### config.mk
export PLATFORM = sky130hd
export DESIGN_NAME = fir_shiftreg
export DESIGN_NICKNAME = d
export VERILOG_FILES = /design/src/rtl/fir_shiftreg.sv
export SDC_FILE = /design/constraint.sdc
export NUM_CORES = 1
export LEC_CHECK = 0
export ABC_AREA = 1
export CAP_MARGIN = 20
export CORE_MARGIN = 2
export CORE_UTILIZATION = 42
export CTS_BUF_LIST = sky130_fd_sc_hd__clkbuf_4
export DETAILED_ROUTE_END_ITERATION = 12
export PLACE_DENSITY = 0.57
export SETUP_SLACK_MARGIN = 0.4
export SLEW_MARGIN = 20
export SYNTH_ARGS = -nofsm -noshare
export SYNTH_HDL_FRONTEND = slang
export SYNTH_SLANG_ARGS = --single-unit
### constraint.sdc
create_clock -name clk -period 6.4 [get_ports clk]
set_input_delay 0.96 -clock clk [delete_from_list [all_inputs] [get_ports clk]]
set_output_delay 0.96 -clock clk [all_outputs]
set_load 0.05 [all_outputs]
### src/rtl/fir_shiftreg.sv
// fir_shiftreg: 4-tap direct-form FIR filter on a sample shift register.
//
// Every rising edge computes w0*xn + w1*x1 + w2*x2 + w3*x3 from the current
// inputs and the delay-line contents before the edge. It registers the
// narrowed result, then shifts the delay line (x1 <= xn, x2 <= x1, x3 <= x2).
// The coefficients are live, unregistered inputs.
//
// Build option:
//   FIR_SAT_EN  defined   -> saturate the accumulator to the OW-bit signed range
//               undefined -> keep the low OW bits (two's-complement wrap)
//
// Ports:
//   clk         in   1   rising-edge clock
//   rst         in   1   asynchronous active-low reset
//   xn          in   DW  new sample x[n] (signed)
//   w0..w3      in   CW  coefficients for x[n], x[n-1], x[n-2], x[n-3] (signed)
//   filter_out  out  OW  registered filter result (signed)

module fir_shiftreg #(
    parameter int unsigned DW = 8,
    parameter int unsigned CW = 8,
    parameter int unsigned OW = 11
) (
    input  logic          clk,
    input  logic          rst,
    input  logic [DW-1:0] xn,
    input  logic [CW-1:0] w0,
    input  logic [CW-1:0] w1,
    input  logic [CW-1:0] w2,
    input  logic [CW-1:0] w3,
    output logic [OW-1:0] filter_out
);

    localparam int unsigned PW  = DW + CW;  // full-precision product width
    localparam int unsigned AW  = PW + 2;   // headroom for summing four products
    localparam int unsigned EXT = AW - PW;

    logic [DW-1:0] r_x1, r_x2, r_x3;
    logic [OW-1:0] r_out;

    logic [PW-1:0] w_p0, w_p1, w_p2, w_p3;
    logic [AW-1:0] w_sum;
    logic [OW-1:0] w_fmt;

    // All operands are signed two's complement.
    assign w_p0 = PW'($signed(xn)   * $signed(w0));
    assign w_p1 = PW'($signed(r_x1) * $signed(w1));
    assign w_p2 = PW'($signed(r_x2) * $signed(w2));
    assign w_p3 = PW'($signed(r_x3) * $signed(w3));

    // Sign-extend each product to AW bits. Four products cannot overflow AW.
    assign w_sum = {{EXT{w_p0[PW-1]}}, w_p0} + {{EXT{w_p1[PW-1]}}, w_p1}
                 + {{EXT{w_p2[PW-1]}}, w_p2} + {{EXT{w_p3[PW-1]}}, w_p3};

`ifdef FIR_SAT_EN
    logic w_ovf;

    // The sum fits in OW bits only if bits AW-1 .. OW-1 are all equal.
    assign w_ovf = !((&w_sum[AW-1:OW-1]) || !(|w_sum[AW-1:OW-1]));

    always_comb begin
        w_fmt = w_sum[OW-1:0];
        if (w_ovf) begin
            // The sign of the true sum selects the clamp value.
            w_fmt = w_sum[AW-1] ? {1'b1, {(OW-1){1'b0}}} : {1'b0, {(OW-1){1'b1}}};
        end
    end
`else
    logic w_unused;

    // The upper accumulator bits are dropped in the wrapping build.
    assign w_unused = ^w_sum[AW-1:OW];
    assign w_fmt    = w_sum[OW-1:0];
`endif

    always_ff @(posedge clk or negedge rst) begin
        if (!rst) begin
            r_x1  <= '0;
            r_x2  <= '0;
            r_x3  <= '0;
            r_out <= '0;
        end else begin
            r_out <= w_fmt;
            r_x1  <= xn;
            r_x2  <= r_x1;
            r_x3  <= r_x2;
        end
    end

    assign filter_out = r_out;

endmodule

Yosys cells after proc, flatten, opt, wreduce, memory -nomap -nowiden. Index checks and enable logic that the tools add are counted. Widths: inputs -> output; s select.

Flip-flop bits (word level): 35. Input port bits: 42. Output and inout bits: 11. Logic and storage cells: 11.

$add $sub $neg: 3. Multipliers: 4.

Operators with widths (count): $mul 8x8->11 (4); $add 11x11->11 (3).

Logic depth before layout (Yosys ltp).
Word-level depth: 4. Mapped depth: 31. Mapped depth without buffers: 30.

Worst setup path after synthesis. Ideal clock, no wire load.

Path type: input-to-reg. Start point: input w3[0]. End point: register r_out[10] (netlist: filter_out[10]). Setup time: 0.117 ns. Arrival: 6.487 ns. Required time: 6.283 ns. Setup slack: -0.205 ns. Stages: 26. Path buffers: 1. Cells stage by stage: clkbuf_1 nand2_1 fa_1 inv_1 fa_1 inv_1 fa_1 inv_1 fa_1 fa_1 fa_1 fa_1 inv_1 fa_1 inv_1 ha_1 nand2_1 a21oi_1 a211oi_1 nand2_1 inv_1 nand3_1 nand2_1 inv_1 nand3_1 nand2_1.

Word-level cells in the longest chain between the ends: 2.

Ends and longest elaborated chain: from (decl) (line 30) `input logic [CW-1:0] w3,`; $mul 8x8->11 (line 49) `assign w_p3 = PW'($signed(r_x3) * $signed(w3));`; $add 11x11->11 (line 53) `+ {{EXT{w_p2[PW-1]}}, w_p2} + {{EXT{w_p3[PW-1]}}, w_p3};`; via w_sum[10] (line 42) `logic [AW-1:0] w_sum;`; to (signal assigned) (line 83) `r_out <= w_fmt;`; to (decl) (line 39) `logic [OW-1:0] r_out;`.

The timed path passes the listed nets, and every way through them passes these cells.

Worst setup path after layout.
Start point: input w2[7]. End point: register r_out[10] (netlist: filter_out[10]).

Word-level cells in the longest chain between the ends: 3.

Ends and longest elaborated chain: from (decl) (line 29) `input logic [CW-1:0] w2,`; $mul 8x8->11 (line 48) `assign w_p2 = PW'($signed(r_x2) * $signed(w2));`; $add 11x11->11 (2 in a row) (line 53); via w_sum[10] (line 42).

The timed path passes the listed nets, and every way through them passes these cells.

==> flow_summary.json <==
{
  "status": "finished clean",
  "synth_xor_xnor_area_share_pct": 1.829,
  "fin_area_um2": 10480,
  "drv_cap": 0,
  "cts_made_buffers": 5,
  "worst_pin_slew_ps": 922.8,
  "gp_congestion": 0.8896,
  "postRouteAntennaNets": 0,
  "syn-cell-area_um2": 8620,
  "antenna_found_initial": 1,
  "grt_pass1_wl_um": 35290,
  "remaining_drc_errors": 0,
  "setup_viol": 0,
  "clock-skew-final_ps": 30.95,
  "synth_top_family_by_area": "adder cells",
  "rows": 52,
  "syn_nets": 1414,
  "crit_buf_inv": 7,
  "clock_latency_ps": 400,
  "dieHeight_um": 147.3,
  "clkSinkCount": 35,
  "yosys.area_share.adder_pct": 49.99,
  "synth_cell_types": 27,
  "via_per_inst": 4.399,
  "cp_top_family": "adder cells",
  "fin_crit_ps": 6331,
  "ctsHoldBuffers": 0,
  "io_pins": 53,
  "fp.dieW_um": 147.3,
  "start_util_pct": 42.74,
  "ys_seq_area_share_pct": 10.16,
  "core_region_area_um2": 20170,
  "wl_um": 21200,
  "period_share_pct": 98.91,
  "synth_compound_area_share_pct": 0.6677,
  "yosys.area_share.simple_pct": 17.85,
  "placed_cell_area_um2": 10140,
  "cts_tree": "yes",
  "final_cell_mix": "inv_1 (378), nand2_1 (295), fa_1 (142)",
  "critPathMaxStageDelay_ps": 610,
  "cts.path.max_buffers": 2,
  "via_count": 6761,
  "hold_violations": 0,
  "io_buffers": 52,
  "cp-end-kind": "flip-flop",
  "initialDrtViolationCount": 250,
  "hp-class": "flip-flop to flip-flop",
  "cts_max_level": 2,
  "timing.critical_path.slowest_stage_cell": "fa_2",
  "dp_hpwl_um": 18690,
  "final_common_cell": "inv_1",
  "dieArea_um2": 21680,
  "crit_type": "primary input to flip-flop",
  "arrival_ps": 6640,
  "first_pass_iters": 4,
  "syn_area_per_cell_um2": 7.655,
  "relSlewSlack_pct": 38.48,
  "ys_warn_count": 0,
  "critPathLaunchType": "primary input",
  "fin_nets": 1553,
  "drive_above_1_share_pct": 19.67,
  "grt_pass1_vias": 6975,
  "path_common_cell": "fa_2",
  "ys_seq_elements": 35,
  "cp.required_ps": 6710,
  "grtUsageTotal_pct": 21.03,
  "overflow": 0,
  "clk_transition_reported_paths_ps": 140,
  "wl_per_cell_um": 13.79,
  "path_max_fanout": 3,
  "synthCells": 1126,
  "max_freq_mhz": 158.0,
  "syn2layout_area_growth_pct": 21.63,
  "synthMuxAreaShare_pct": 0,
  "grt_max_degree": 36,
  "slew_violations": 0,
  "clockRootBuffer": "clkbuf_4",
  "rsz0062_at_grt": "yes"
}
stage by stage:
stage | TNS (ps) | cells | utilization (%) | worst slack [ps] | hold WS, ps
after CTS | -3.217 | 1534 | 51.85 | -3.217 | 538.6
final | 0 | 1537 | 51.98 | 69.48 | 535.7
after floorplan | 0 | 1126 | - | 60.59 | 348.7
after global placement | -3805 | 1512 | 50.29 | -965.1 | 508.7
after detailed placement | -3820 | 1512 | 50.29 | -986.4 | 500.6
after global routing | -169.3 | 1537 | 51.98 | -127.0 | 548.1
worst paths after layout:
path / startpoint / depth (start not counted) / slack [ps] / to
worst min-delay path: r_x2[7]$_DFF_PN0_ / 0 / 540 / r_x3[7]$_DFF_PN0_
max in group asynchronous: rst / 1 / 5140 / filter_out[4]$_DFF_PN0_
worst min register to register: r_x2[7]$_DFF_PN0_ / 0 / 540 / r_x3[7]$_DFF_PN0_
worst max-delay path: w2[7] / 25 / 70 / filter_out[10]$_DFF_PN0_
min in group asynchronous: rst / 1 / 670 / r_x2[0]$_DFF_PN0_
worst max register to register: r_x1[6]$_DFF_PN0_ / 23 / 210 / filter_out[10]$_DFF_PN0_
layer usage:
layer,GRT usage [%],vias up,wire length (um)
li1,-,3361,-
met4,4.279,0,325
met1,29.21,3282,9675
met3,2.360,21,764
met5,0,-,0
met2,35.86,97,10430
logic make-up (layout without fill, tap and decap cells):
kind of cell | after synthesis | count (layout)
buffers and inverters | 439 | 579
adders and majority gates | 246 | 246
DFF | 35 | 35
AOI/OAI and AO/OA | 10 | 10
other | 0 | 1
and+or+nand+nor | 378 | 378
xor gates and xnor gates | 18 | 18
state kept, by name (all words and copies together), names as in the netlist:
register and cells:
filter_out 11, r_x1 8, r_x2 8, r_x3 8
final cells by class:
cell class,instances,area (um2)
fill,1987,9686
multi-input combinational,652,6339
inverter,407,1528
timing repair buffer,164,1344
sequential,35,875.8
tap,270,337.8
clock buffer,6,45.04
clock inverter,2,12.51
antenna,1,2.502
timing repair:
item	in CTS	in global routing
setup buffers	14	2
endpoints found under the setup margin	6	5
gates cloned	0	0
pin swaps	69	47
gates resized for setup	193	27
synth_stat cells, drive strengths merged:
master / number / area, um2
o21ai: 3 / 15.01
a21oi: 4 / 20.02
xor2: 11 / 96.34
inv: 407 / 1528
dfrtp: 35 / 875.8
fa: 164 / 3283
nand3b: 4 / 42.54
a211oi: 1 / 7.510
ha: 82 / 1026
clkbuf: 17 / 63.81
buf: 15 / 88.83
a21o: 1 / 7.510
or2: 6 / 37.54
nand3: 36 / 190.2
o21bai: 1 / 7.510
xnor2: 7 / 61.31
nand4: 2 / 12.51
nor2: 15 / 56.30
nand2: 315 / 1200
Power is left out: the tool's default activity adds up to more than one toggle a clock period on the data nets, which glitch-free logic cannot reach.
